**src/rtl/io_pkg.sv**
```systemverilog
// Shared IO-window constants used by the input reader and the output writer.
package io_pkg;

  localparam int IO_PORT_W = 32;

  localparam logic [5:0] IO_ADDR_PORT0  = 6'b100000;
  localparam logic [5:0] IO_ADDR_PORT1  = 6'b100001;
  localparam logic [5:0] IO_ADDR_PORT2  = 6'b100010;
  localparam logic [5:0] IO_ADDR_STATUS = 6'b100011;

  // STATUS word layout: change flags in the low bits, upper bits read as zero.
  function automatic logic [IO_PORT_W-1:0] io_status_word(input logic [2:0] chg);
    return {29'b0, chg};
  endfunction

endpackage

```
**src/rtl/io_debounce.sv**
```systemverilog
// One input port: 2-flop synchroniser followed by a whole-word debouncer.
module io_debounce
  import io_pkg::*;
#(
  parameter int DEBOUNCE_CYCLES = 4,
  parameter int CNT_W           = 16
) (
  input  logic                 io_clk,
  input  logic                 reset,
  input  logic [IO_PORT_W-1:0] i_raw,
  output logic [IO_PORT_W-1:0] o_stable,
  output logic                 o_accept
);

  localparam logic [CNT_W-1:0] LP_LAST = CNT_W'(DEBOUNCE_CYCLES - 1);

  logic [IO_PORT_W-1:0] r_meta;
  logic [IO_PORT_W-1:0] r_sync;
  logic [IO_PORT_W-1:0] r_stable;
  logic [CNT_W-1:0]     r_cnt;
  logic                 w_differs;
  logic                 w_accept;

  assign w_differs = (r_sync != r_stable);
  // Acceptance fires on the edge where the count would reach DEBOUNCE_CYCLES.
  assign w_accept  = w_differs && (r_cnt == LP_LAST);

  // Synchroniser, debounce counter and accepted value.
  always_ff @(posedge io_clk or posedge reset) begin
    if (reset) begin
      r_meta   <= {IO_PORT_W{1'b0}};
      r_sync   <= {IO_PORT_W{1'b0}};
      r_stable <= {IO_PORT_W{1'b0}};
      r_cnt    <= {CNT_W{1'b0}};
    end else begin
      r_meta <= i_raw;
      r_sync <= r_meta;
      if (!w_differs) begin
        r_cnt <= {CNT_W{1'b0}};
      end else if (w_accept) begin
        r_stable <= r_sync;
        r_cnt    <= {CNT_W{1'b0}};
      end else begin
        r_cnt <= r_cnt + {{(CNT_W-1){1'b0}}, 1'b1};
      end
    end
  end

  assign o_stable = r_stable;
  assign o_accept = w_accept;

endmodule

```
**src/rtl/io_input_reader.sv**
```systemverilog
// Memory-mapped reader for three debounced input ports with sticky change flags and IRQ.
module io_input_reader
  import io_pkg::*;
#(
  parameter int DEBOUNCE_CYCLES = 4,
  parameter int CNT_W           = 16
) (
  input  logic                 io_clk,
  input  logic                 reset,
  input  logic [31:0]          addr,
  input  logic                 read_io_enable,
  input  logic [IO_PORT_W-1:0] in_port0,
  input  logic [IO_PORT_W-1:0] in_port1,
  input  logic [IO_PORT_W-1:0] in_port2,
  output logic [31:0]          dataout,
  output logic                 irq
);

  logic [IO_PORT_W-1:0] w_stable0;
  logic [IO_PORT_W-1:0] w_stable1;
  logic [IO_PORT_W-1:0] w_stable2;
  logic [2:0]           w_accept;
  logic [2:0]           w_chg_next;
  logic [2:0]           r_chg;
  logic [5:0]           w_word;
  logic                 w_status_rd;
  logic [31:0]          w_rdata;
  logic                 w_unused_addr;

  io_debounce #(.DEBOUNCE_CYCLES(DEBOUNCE_CYCLES), .CNT_W(CNT_W)) u_db0 (
    .io_clk(io_clk), .reset(reset), .i_raw(in_port0), .o_stable(w_stable0), .o_accept(w_accept[0])
  );
  io_debounce #(.DEBOUNCE_CYCLES(DEBOUNCE_CYCLES), .CNT_W(CNT_W)) u_db1 (
    .io_clk(io_clk), .reset(reset), .i_raw(in_port1), .o_stable(w_stable1), .o_accept(w_accept[1])
  );
  io_debounce #(.DEBOUNCE_CYCLES(DEBOUNCE_CYCLES), .CNT_W(CNT_W)) u_db2 (
    .io_clk(io_clk), .reset(reset), .i_raw(in_port2), .o_stable(w_stable2), .o_accept(w_accept[2])
  );

  assign w_word        = addr[7:2];
  assign w_unused_addr = ^{addr[31:8], addr[1:0]};

  // Read mux over the decoded word address.
  always_comb begin
    w_rdata = 32'h0;
    case (w_word)
      IO_ADDR_PORT0:  w_rdata = w_stable0;
      IO_ADDR_PORT1:  w_rdata = w_stable1;
      IO_ADDR_PORT2:  w_rdata = w_stable2;
      IO_ADDR_STATUS: w_rdata = io_status_word(r_chg);
      default:        w_rdata = 32'h0;
    endcase
  end

  // A same-edge acceptance wins over the read-to-clear of its flag.
  assign w_status_rd = read_io_enable && (w_word == IO_ADDR_STATUS);
  assign w_chg_next  = (w_status_rd ? 3'b000 : r_chg) | w_accept;

  // Change flags, interrupt and registered read data.
  always_ff @(posedge io_clk or posedge reset) begin
    if (reset) begin
      r_chg   <= 3'b000;
      irq     <= 1'b0;
      dataout <= 32'h0;
    end else begin
      r_chg <= w_chg_next;
      irq   <= |w_chg_next;
      if (read_io_enable) begin
        dataout <= w_rdata;
      end
    end
  end

endmodule
```
**config.mk**
```make
export PLATFORM = sky130hd
export DESIGN_NAME = io_input_reader
export DESIGN_NICKNAME = d
export VERILOG_FILES = /design/src/rtl/io_pkg.sv /design/src/rtl/io_debounce.sv /design/src/rtl/io_input_reader.sv
export SDC_FILE = /design/constraint.sdc
export NUM_CORES = 1
export LEC_CHECK = 0
export ABC_CLOCK_PERIOD_IN_PS = 4750
export CORE_ASPECT_RATIO = 0.6
export CORE_UTILIZATION = 39
export DETAILED_ROUTE_END_ITERATION = 8
export PLACE_DENSITY = 0.7
export SETUP_SLACK_MARGIN = 0.05
export SLEW_MARGIN = 10
export SYNTH_ARGS = -nofsm -noshare
export SYNTH_HDL_FRONTEND = slang
export SYNTH_HIERARCHICAL = 1
export SYNTH_SLANG_ARGS = --single-unit
export TNS_END_PERCENT = 100
```
**constraint.sdc**
```tcl
create_clock -name io_clk -period 4.75 [get_ports io_clk]
set_input_delay 1.1875 -clock io_clk [delete_from_list [all_inputs] [get_ports io_clk]]
set_output_delay 1.1875 -clock io_clk [all_outputs]
set_load 0.005 [all_outputs]
```
==> results of run 1 <==
[registers in the layout, summed over array words and instances, names as in the netlist]
register	flops
u_db2/r_sync	32
u_db2/r_meta	32
dataout	32
u_db2/o_stable	32
irq	1
u_db0/r_cnt	16
u_db0/o_stable	32
u_db2/r_cnt	16
u_db1/r_sync	32
u_db1/o_stable	32
u_db1/r_meta	32
u_db0/r_sync	32
u_db0/r_meta	32
r_chg	3
u_db1/r_cnt	16
[metal layers]
metal	routed length (um)	track usage	vias up
met5	0	0	-
met4	363	0.03882	0
met3	1322	0.03562	32
met2	14080	0.2639	153
met1	13940	0.2287	3917
li1	-	-	3558
[final timing paths]
check	start	to	slack (ns)	cells past startpoint
min reg2reg	u_db1/r_meta[1]$_DFF_PP0_	u_db1/r_sync[1]$_DFF_PP0_	0.34	0
max reg2reg	u_db0/o_stable[2]$_DFFE_PP0P_	irq$_DFF_PP0_	2.21	6
min	u_db1/r_meta[1]$_DFF_PP0_	u_db1/r_sync[1]$_DFF_PP0_	0.34	0
min in group asynchronous	reset	u_db0/r_meta[10]$_DFF_PP0_	1.29	2
max	dataout[30]$_DFFE_PP0P_	dataout[30]	2.07	1
max in group asynchronous	reset	u_db1/o_stable[4]$_DFFE_PP0P_	2.60	3
[final cells by class]
cell class,instances,area (um^2),share of cell area
Clock buffer,46,978.4,0.05636
Clock inverter,14,235.2,0.01355
Inverter,45,176.4,0.01016
Tap cell,467,584.3,0.03366
Timing Repair Buffer,151,1496,0.08620
Sequential cell,372,9309,0.5363
Multi-Input combinational cell,502,4579,0.2638
[synth_stat cells (3+ instances only)]
master                        n  area [um^2]
sky130_fd_sc_hd__a21bo_1      3        30.03
sky130_fd_sc_hd__a21o_1       3        22.52
sky130_fd_sc_hd__a21oi_2      3        26.28
sky130_fd_sc_hd__a2bb2oi_1   29        254.0
sky130_fd_sc_hd__and2_1       3        18.77
sky130_fd_sc_hd__and3_1       6        37.54
sky130_fd_sc_hd__and4_1       3        26.28
sky130_fd_sc_hd__buf_2       10        50.05
sky130_fd_sc_hd__buf_4        4        30.03
sky130_fd_sc_hd__buf_6       13        146.4
sky130_fd_sc_hd__dfrtp_1    372         9309
sky130_fd_sc_hd__ha_1         3        37.54
sky130_fd_sc_hd__inv_1       45        168.9
sky130_fd_sc_hd__mux2_2       9        101.4
sky130_fd_sc_hd__mux2_4      87         1306
sky130_fd_sc_hd__mux2i_1     29        290.3
sky130_fd_sc_hd__mux4_2       3        67.56
sky130_fd_sc_hd__nand2_1     13        48.80
sky130_fd_sc_hd__nand3_1     12        60.06
sky130_fd_sc_hd__nand4_1     36        225.2
sky130_fd_sc_hd__nor2_1      60        225.2
sky130_fd_sc_hd__nor2b_1      4        25.02
sky130_fd_sc_hd__nor3_1       6        30.03
sky130_fd_sc_hd__nor4_1       6        37.54
sky130_fd_sc_hd__nor4_4       6        127.6
sky130_fd_sc_hd__nor4b_1      3        26.28
sky130_fd_sc_hd__o21ai_1      3        15.01
sky130_fd_sc_hd__o22ai_1     19        118.9
sky130_fd_sc_hd__o22ai_2     10        125.1
sky130_fd_sc_hd__xnor2_1    123         1077
sky130_fd_sc_hd__xor2_1      15        131.4
[metrics by stage]
stage	util	worst slack, ns	hold slack [ns]	cells
final	0.4893	2.073	0.3411	1597
after global routing	0.4893	2.013	0.3464	1597
after CTS	0.4893	2.015	0.3360	1597
after detailed placement	0.4551	1.685	0.3347	1537
after global placement	0.4551	1.701	0.3326	1537
after floorplan	-	0.6035	0.3312	948
[power breakdown]
group	switching (uW)	total (uW)	internal, uW	leakage, uW
sequential	97.0	3400	3300	0.00451
combinational	182	420	238	0.00233
clock	1180	2960	1780	0.000599
total	1450	6770	5320	0.00744
[cell families (layout without fill, tap and decap cells)]
| group | after synthesis | count (layout) | synth area share |
|---|---|---|---|
| AO/OA/AOI/OAI | 71 | 71 | 0.04227 |
| adder cells (fa/ha/maj) | 3 | 3 | 0.002631 |
| AND/OR/NAND/NOR | 162 | 162 | 0.06587 |
| XOR/XNOR | 138 | 138 | 0.08472 |
| buffers and inverters | 74 | 256 | 0.02824 |
| multiplexers | 128 | 128 | 0.1237 |
| flip-flops | 372 | 372 | 0.6525 |
==> results.md, run 1 <==
- The number of nets handed over by synthesis was ~1100.
- The area growth from synthesis to layout is 21.68%.
- The net count of the finished layout is between 1000 and 1500.
- The data arrival time of the critical path is approximately 1.5 ns.
- For this run the aggregate overflow at the end of global routing stands at 0.
- Dividing the final minimum period by the clock period gives 0.5636.
- Averaged over all synthesized cells, the footprint is ~15 um^2.
- At the pin with the least slew margin, the transition time is between 0.8 and 0.9 ns.
- At the worst endpoint, the required time is roughly 3.6 ns.
- In the layout the commonest cells are 372 x sky130_fd_sc_hd__dfrtp_1, 136 x sky130_fd_sc_hd__clkdlybuf4s50_1, 123 x sky130_fd_sc_hd__xnor2_1, 87 x sky130_fd_sc_hd__mux2_4, 60 x sky130_fd_sc_hd__nor2_1.
- In the final layout, the share of cells above drive strength 1 is 0.1717.
- The cell type group with the largest total delay on the critical path is buffers and inverters.
- Across the run, the number of max-cap violations was 0.
- The global-route usage over all layers is 0.1642.
- Derived from the worst setup path, the maximum achievable clock frequency is about 0.37 GHz.
- The critical path buffer and inverter count is 1.
- The cell leakage power is 0.007441 uW.
- The number of filler cells placed in the layout is ~3000.
- For this run, asynchronously set or reset flops after synthesis account for 1.000.
- Counting every instance in the synthesized netlist gives ~950.
- The count of flip-flops with a built-in enable after synthesis is 0.
- Counting flops and latches in the post-synthesis netlist gives around 370.
- The number of port buffers is around 140.
- The number of hold buffers added after CTS was 0.
- The initial antenna violation count was 0.
- The clock-pin slew of the registers on the worst-case setup and hold paths is 0.06 ns.
- TritonCTS built the clock tree.
- Setup repair after global routing left no endpoint under its margin.
- Summing over every cut layer, the via total after detailed routing is 7660.
- The via count of the first global-routing pass was approximately 8300.
- On the final layout, the worst clock skew is 0.01880 ns.
- The critical path is of the register to output pin type.
- The run finished with clean final reports.
- The library cell contributing the largest single delay on the critical path is sky130_fd_sc_hd__clkdlybuf4s50_1.
- After detailed placement, the total cell area comes to 16150 um^2.
- The number of levels the H-tree was split into is 2.
- The finished cells cover between 15000 and 20000 um^2.
- Dividing the detail-routed wire length by the instance count gives about 19 um.
- The pre-antenna-repair detailed-routing pass consisted of 4 iterations.
- The completed layout was analyzed and its total power is about 6800 uW.
- The final wirelength is around 30000 um.
- The summed negative setup slack over all endpoints is 0 ns.
- The number of gates resized after CTS was 0.
- The floorplan step defined a core boundary enclosing ~35000 um^2.
- The detailed router's first-iteration violation count is around 360.
- After detailed routing, the number of remaining DRC violations is 0.
- The power density over the cells is around 390 nW/um^2.
- The TritonCTS buffer count is 35.
- In this run the cell area of the synthesized design comes to 14270 um^2.
- During I/O placement, the number of pins put on the boundary was 164.
- The final weighted congestion in routability-driven placement is between 0.8 and 0.9.
- The final hold violation count was 0.
- VDD sags by at most roughly 0.0002 V.
- The count of final setup violators is 0.
- The relative slew slack is 0.4473.
- The wire length of the first global-routing pass is roughly 47000 um.
- For this configuration, the core starts out at a cell density of 0.4021.
- In this run the worst path has a maximum fanout of 2.
- The number of setup buffers added after CTS is 0.
- CTS placed an instance of sky130_fd_sc_hd__clkbuf_16 at the clock tree root.
- The number of pins with negative max-slew slack in the final report came to 0.
- The insertion delay of the later-clocked pin in the worst-skew pair is 0.53 ns.
- In this run the core area contains 53 standard-cell rows.
- The maximum number of pins on one net before global-route repair is 67.
- The maximum cell stage delay along the critical path is approximately 0.53 ns.
- Leaving out fill and tap cells, the most frequent cell in the layout is sky130_fd_sc_hd__dfrtp_1.
- The number of clock sinks is about 370.
- The portion of the post-synthesis area used by sequential elements is 0.6525.
- The number of diodes is 0.
- The area of the die is 37370 um^2.
- The post-detailed-route count of antenna-violating nets is 0.
- The worst setup path is captured at an output pin.
- The type of origin of the critical path is a register.
- The wire-length estimate of the detail-placed layout is 20510 um.
- During synthesis, Yosys emitted a total of 6 warnings.
- The most used flip-flop cell after synthesis is sky130_fd_sc_hd__dfrtp_1.
- After synthesis, the netlist uses 37 different library cells.
- The worst min-delay path category is register to register.
- Walking the worst path, the cells encountered are clkdlybuf4s50_1.
- The longest clock path from root to sink contains 3 buffers.
- Counting I/O delays and the setup requirement, the final critical path takes between 2 and 3 ns.
- The via density per instance is between 4 and 5.
- The die is 150.2 um tall.
- The horizontal extent of the die is between 200 and 250 um.
Power figures use the tool's default switching activity.
==> inputs of run 2 (changes only) <==
Settings changed: ABC_CLOCK_PERIOD_IN_PS 4750 to 2390, PLACE_DENSITY 0.7 to 0.72.
Clock period 4.75 ns to 2.39 ns, I/O delays scaled along.
==> run 2 against run 1 <==
Via count up 1.7%. Sequential share of layout area down 0.52 points. Setup slack worse by 1.9 ns.
==> results.md, run 2 (synthesis gave the netlist of run 1 again) <==
- Based on the critical path, the design can be clocked at up to about 0.45 GHz.
- The type of origin of the critical path is a register.
- In the finished design, the share of the clock period the worst path needs comes to 0.9345.
- The class of the most critical setup path is register to register.
- The congestion estimate from routability-driven global placement came to about 0.8.
- The summed negative setup slack over all endpoints is 0 ns.
- The peak ir drop on the vdd network is 0.0004649 V.
- STA puts the critical path data arrival time at about 2.6 ns.
- Dividing the detail-routed wire length by the instance count gives around 18 um.
- The initial antenna violation count is 1.
- The horizontal extent of the die is approximately 250 um.
- In the final design database the tool counted around 1300 nets.
- about 160 I/O pins were placed.
- The number of hold buffers added after cts is 0.
- Walking the worst path, the cells encountered are xnor2_1, nand4_1, nor4_4, a21oi_4, buf_4, mux2_4.
- The smallest setup slack after layout is between 0.15 and 0.2 ns.
- The power density over the cells is ~750 nW/um^2.
- TritonCTS built the clock tree.
- Headroom to the max-slew limit came out at 0.3581.
- The library cell contributing the largest single delay on the critical path is sky130_fd_sc_hd__nor4_4.
- Buffers placed on the I/O ports in this run total approximately 140.
- The area growth from synthesis to layout is 22.88%.
- The starting utilization of the core area is 0.4021.
- The cell leakage power is approximately 0.0075 uW.
- The cell type group with the largest total delay on the critical path is simple AND/OR/NAND/NOR gates.
- The shortest period the worst path allows is 2.233 ns.
- The number of clock sinks is 372.
- At the pin with the least slew margin, the transition time is between 0.9 and 1 ns.
- The total overflow reported by the global router is 0.
- The via count of the first global-routing pass was approximately 8400.
- Setup violations remaining at the end of the flow were counted as 0.
- The core region is ~35000 um^2.
- The fraction of layout instances using a drive strength above 1 is 0.1870.
- The insertion delay of the later-clocked pin in the worst-skew pair is 0.52 ns.
- Clock-pin slew was measured on the worst setup and hold paths at approximately 0.070 ns.
- The first global-routing pass estimated roughly 48000 um of wire.
- The maximum cell stage delay along the critical path is 0.43 ns.
- The library cells used most frequently in the layout, excluding fill and tap cells, are 372 x sky130_fd_sc_hd__dfrtp_1, 136 x sky130_fd_sc_hd__clkdlybuf4s50_1, 123 x sky130_fd_sc_hd__xnor2_1, 87 x sky130_fd_sc_hd__mux2_4, 60 x sky130_fd_sc_hd__nor2_1.
- Data on the critical path is required at its endpoint by around 2.8 ns.
- The number of pins with negative max-slew slack in the final report was 0.
- The chip height is between 150 and 200 um.
- Entering global routing, the biggest net connects between 60 and 70 pins.
- Setup repair after global routing left no endpoint under its margin.
- The number of levels the H-tree was split into is 2.
- Clock tree synthesis inserted a total of 34 buffers.
- The final wirelength is roughly 30000 um.
- The setup slack at placement is -0.1578 ns.
- The min-delay analysis places its worst path in the category register to register.
- Together, buffers and inverters on the worst path number 1.
- The max capacitance violation total is 0.
- The number of optimization iterations in the first detailed-route pass is 5.
- The clock tree buffer depth is 3.
- The number of remaining DRC errors is 0.
- Measured on the finished design, the core utilization comes to 0.4941.
- The initialized floorplan defines 53 standard-cell rows.
- The post-route cell area is around 18000 um^2.
- The final hold violation count was 0.
- The area of the die is around 37000 um^2.
- Across every metal layer, demand over resource in global routing totals 0.1664.
- The tightest hold margin is between 0.3 and 0.4 ns.
- The maximum net fanout on the critical path is 10.
- The via density per instance is roughly 4.8.
- Detailed placement ended at an HPWL of around 21000 um.
- The cell area reported after detailed placement is ~16000 um^2.
- For this block, the via count after detailed routing is roughly 8000.
- The root buffer cell is sky130_fd_sc_hd__clkbuf_16.
- The type of destination of the critical path is a register.
- The number of diodes is 0.
- For this block, the initial DRC count from the detailed router was 513.
- The run finished with clean final reports.
- The clock arrives with about 0.028 ns of skew.
- The post-detailed-route count of antenna-violating nets is 0.
- Leaving out fill and tap cells, the most frequent cell in the layout is sky130_fd_sc_hd__dfrtp_1.
## run 2: cell types whose count changed in the layout (fill, tap and decap cells not counted)
cell                         previous run  this run
sky130_fd_sc_hd__buf_12                 2        10
sky130_fd_sc_hd__buf_4                 12        26
sky130_fd_sc_hd__bufinv_16              6         3
sky130_fd_sc_hd__clkbuf_16             36        35
sky130_fd_sc_hd__clkinv_2               6         5
sky130_fd_sc_hd__clkinv_4               0         1
sky130_fd_sc_hd__clkinv_8               1         0
sky130_fd_sc_hd__clkinvlp_4             0         5
sky130_fd_sc_hd__inv_4                  3         0
sky130_fd_sc_hd__inv_6                  1         2
sky130_fd_sc_hd__nor4b_1                3         2
sky130_fd_sc_hd__nor4b_2                0         1
## run 2: cell type report
| class | count | area [um^2] |
|---|---|---|
| fill | 2978 | 17950 |
| multi-input combinational | 502 | 4586 |
| timing repair buffer | 173 | 1762 |
| clock buffer | 45 | 953.4 |
| inverter | 45 | 180.2 |
| tap | 467 | 584.3 |
| clock inverter | 13 | 156.4 |
| sequential | 372 | 9309 |
## run 2: report_power, final
group / internal, uW / switching, uW / total [uW]
clock network: 3150 / 2320 / 5470
logic: 495 / 369 / 865
registers: 6550 / 192 / 6750
## run 2: path summary, 6_finish.rpt
| kind | startpoint | end | slack (ns) | depth (start not counted) |
|---|---|---|---|---|
| setup / recovery | u_db2/o_stable[4]$_DFFE_PP0P_ | u_db2/o_stable[10]$_DFFE_PP0P_ | 0.16 | 6 |
| hold / removal | u_db0/r_meta[31]$_DFF_PP0_ | u_db0/r_sync[31]$_DFF_PP0_ | 0.33 | 0 |
| setup reg to reg | u_db2/o_stable[4]$_DFFE_PP0P_ | u_db2/o_stable[10]$_DFFE_PP0P_ | 0.16 | 6 |
| hold reg to reg | u_db0/r_meta[31]$_DFF_PP0_ | u_db0/r_sync[31]$_DFF_PP0_ | 0.33 | 0 |
| max in group asynchronous | reset | u_db1/r_sync[15]$_DFF_PP0_ | 1.15 | 3 |
| min in group asynchronous | reset | u_db2/o_stable[30]$_DFFE_PP0P_ | 0.65 | 2 |
## run 2: repair_timing
item,in CTS,in global routing
buffers inserted,0,1
resized for setup,0,1
setup endpoints to repair,0,60
## run 2: per-stage QoR
step | cells | total power, uW
after CTS | 1616 | 13240
after global routing | 1617 | 13590
after global placement | 1558 | 7716
after floorplan | 948 | 7317
after detailed placement | 1558 | 7736
final | 1617 | 13080
## run 2: layer usage
metal | global-route usage | share of wire | vias up
met5 | 0 | 0 | -
met4 | 0.03727 | 0.015 | 0
met3 | 0.03648 | 0.049 | 42
met2 | 0.2644 | 0.46 | 172
met1 | 0.2344 | 0.47 | 3988
li1 | - | - | 3592
==> inputs of run 3 (changes only) <==
Settings changed: ABC_CLOCK_PERIOD_IN_PS 2390 to 2550, PLACE_DENSITY 0.72 to 0.7.
Clock period 2.39 ns to 2.55 ns, I/O delays scaled along.
==> run 3 against run 2 <==
Sequential share of layout area increased by 0.29 points. Cell area shrank 0.55%. Setup slack improved by 0.031 ns. Wire length barely moved. Critical path depth did not move. Largest power group unchanged.
==> results.md, run 3 (synthesis gave the netlist of run 1 again) <==
- The H-tree was split into 2 levels.
- The share of the clock period used by the worst path after layout is 0.9263.
- The post-cts gate resize count is 0.
- Summed over all layers, the global routing overflow is 0.
- The cell row count is 53.
- The summed negative setup slack over all endpoints is 0 ns.
- The number of I/O pins is approximately 160.
- The initial antenna violation count is 1.
- The maximum cell stage delay along the critical path is between 0.5 and 0.6 ns.
- The post-detailed-route count of antenna-violating nets is 0.
- The endpoint required time on the critical path is between 2 and 3 ns.
- The worst-case IR drop observed on VDD is a little under 0.0004 V.
- The relative slew slack is 0.5995.
- The number of hold buffers added after cts is 0.
- After clock tree synthesis, the setup repair step added 0 buffers.
- TritonCTS created 34 clock buffers.
- The worst setup path is of the register to register kind.
- For the pin with the worst max-slew slack, the measured transition is roughly 0.6 ns.
- The library cell used most frequently in the layout, excluding fill and tap cells, is sky130_fd_sc_hd__dfrtp_1.
- The min-delay analysis places its worst path in the category register to register.
- The count of cells along the worst hold path is 0.
- The number of buffers and inverters on the critical path is 1.
- The clock tree buffer depth is 3.
- The congestion estimate from routability-driven global placement came to about 0.8.
- The final wirelength is 29920 um.
- The capture instance of the worst register-to-register path is irq$_DFF_PP0_.
- The detailed router finished its first iteration with between 400 and 500 violations.
- STA puts the critical path data arrival time at approximately 2.8 ns.
- The destination of the worst hold path is u_db0/r_sync[22]$_DFF_PP0_.
- Dividing the detail-routed via count by the number of cells gives a little under 5.
- The final hold violation count came to 0.
- For this run, the post-layout net count is 1256.
- Registers take just over 9000 um^2.
- Across every metal layer, demand over resource in global routing totals 0.1668.
- Setup slack on the worst reg-to-reg path comes out at between 0.15 and 0.2 ns.
- In the final layout, the share of cells above drive strength 1 is 0.1778.
- The first TritonRoute pass finished after 5 iterations.
- The via count is about 8000.
- Setup repair after global routing left no endpoint under its margin.
- The startpoint identified for the worst register-to-register timing path is u_db1/o_stable[23]$_DFFE_PP0P_.
- Setup violations remaining at the end of the flow were counted as 0.
- The area taken by multi-input logic gates is between 4000 and 5000 um^2.
- In this run the worst path has a maximum fanout of 18.
- At the later pin of the worst-skew pair, clock insertion delay measures between 0.5 and 0.6 ns.
- Derived from the worst setup path, the maximum achievable clock frequency is 0.4234 GHz.
- Dividing total power by cell area gives a power density of 686.6 nW/um^2.
- STA classifies the critical path startpoint as a register.
- The clock tree from TritonCTS is yes.
- For this design the static power due to leakage is approximately 0.0075 uW.
- STA classifies the critical path endpoint as a register.
- Subtracting the final worst setup slack from the clock period gives roughly 2.4 ns.
- The number of cells traversed by the worst register-to-register path is 6.
- The root buffer cell is sky130_fd_sc_hd__clkbuf_16.
- The area growth from synthesis to layout is 22.21%.
- The chip height is approximately 150 um.
- The clock-pin slew of the registers on the worst-case setup and hold paths is about 0.070 ns.
- The via count of the first global-routing pass is between 8000 and 9000.
- For this configuration, the core starts out at a cell density of 0.4021.
- The worst min-delay path startpoint is u_db0/r_meta[22]$_DFF_PP0_.
- The number of pins with negative max-slew slack in the final report is 0.
- The count of buffers added on input and output ports is about 140.
- On the final layout, the worst clock skew is 0.02032 ns.
- The first global-routing pass estimated approximately 48000 um of wire.
- The post-route cell area is ~17000 um^2.
- The number of clock sinks is between 300 and 400.
- The library cell contributing the largest single delay on the critical path is sky130_fd_sc_hd__nor4_4.
- Entering global routing, the biggest net connects 50 pins.
- After detailed routing, the number of remaining DRC violations is 0.
- The number of filler cells placed in the layout is 2984.
- Summing all placed instances gives a cell area of approximately 16000 um^2.
- The flow ran to the end, and the final reports show no timing, DRC or antenna violations.
- In the final routed layout, each cell accounts on average for around 19 um.
- The cell type group with the largest total delay on the critical path is simple AND/OR/NAND/NOR gates.
- The tool flagged a number of max-cap violations equal to 0.
- Traced cell by cell, the critical path runs through xnor2_1, nand4_1, nor4_4, a21oi_4, buf_4, a2111o_1.
- The horizontal extent of the die is approximately 250 um.
- The die covers 37370 um^2.
- The HPWL reported at the end of detailed placement is 21470 um.
- In the layout the commonest cells are 372 x sky130_fd_sc_hd__dfrtp_1, 136 x sky130_fd_sc_hd__clkdlybuf4s50_1, 123 x sky130_fd_sc_hd__xnor2_1, 87 x sky130_fd_sc_hd__mux2_4, 60 x sky130_fd_sc_hd__nor2_1.
- The area of the core is ~35000 um^2.
run 3: power by group:
group / internal [uW] / total, uW / switching [uW] / leakage, uW
clock network: 2710 / 4830 / 2120 / 0.000510
logic: 470 / 818 / 348 / 0.00244
registers: 6140 / 6320 / 181 / 0.00451
run 3: cell type report:
type                    instances  share of cell area
inverters                      45             0.01033
clock inverters                 9            0.004234
clock buffers                  47             0.05454
multi-input cells             502              0.2627
diodes                          1           0.0001435
well taps                     467             0.03352
repair buffers                167              0.1006
flip-flops and latches        372              0.5339
run 3: metal layers:
metal / track usage / share of wire / vias up
li1: - / - / 3575
met1: 0.2360 / 0.47 / 4064
met2: 0.2651 / 0.47 / 165
met3: 0.03302 / 0.044 / 42
met4: 0.04099 / 0.018 / 0
met5: 0 / 0 / -
run 3: worst max-delay path by stage:
stage	startpoint	depth (start not counted)	slack, ns	endpoint
final	u_db1/o_stable[23]$_DFFE_PP0P_	6	0.19	irq$_DFF_PP0_
after global routing	u_db0/r_cnt[0]$_DFF_PP0_	6	0.06	u_db0/o_stable[30]$_DFFE_PP0P_
after CTS	u_db0/r_cnt[0]$_DFF_PP0_	6	0.20	u_db0/o_stable[30]$_DFFE_PP0P_
after detailed placement	u_db1/o_stable[2]$_DFFE_PP0P_	6	0.22	irq$_DFF_PP0_
after global placement	u_db1/o_stable[6]$_DFFE_PP0P_	6	0.24	irq$_DFF_PP0_
after floorplan	reset	1	0.56	u_db0/o_stable[0]$_DFFE_PP0P_
run 3: metrics by stage:
stage | instances | setup slack, ns | total power [uW] | util | hold WS [ns]
after CTS | 1609 | 0.2047 | 12120 | 0.4913 | 0.3417
after global routing | 1610 | 0.06468 | 12450 | 0.4914 | 0.3458
after floorplan | 948 | 0.5550 | 6858 | - | 0.3312
final | 1610 | 0.1881 | 11970 | 0.4914 | 0.3422
after global placement | 1553 | 0.2361 | 7240 | 0.4625 | 0.3328
after detailed placement | 1553 | 0.2216 | 7262 | 0.4625 | 0.3347
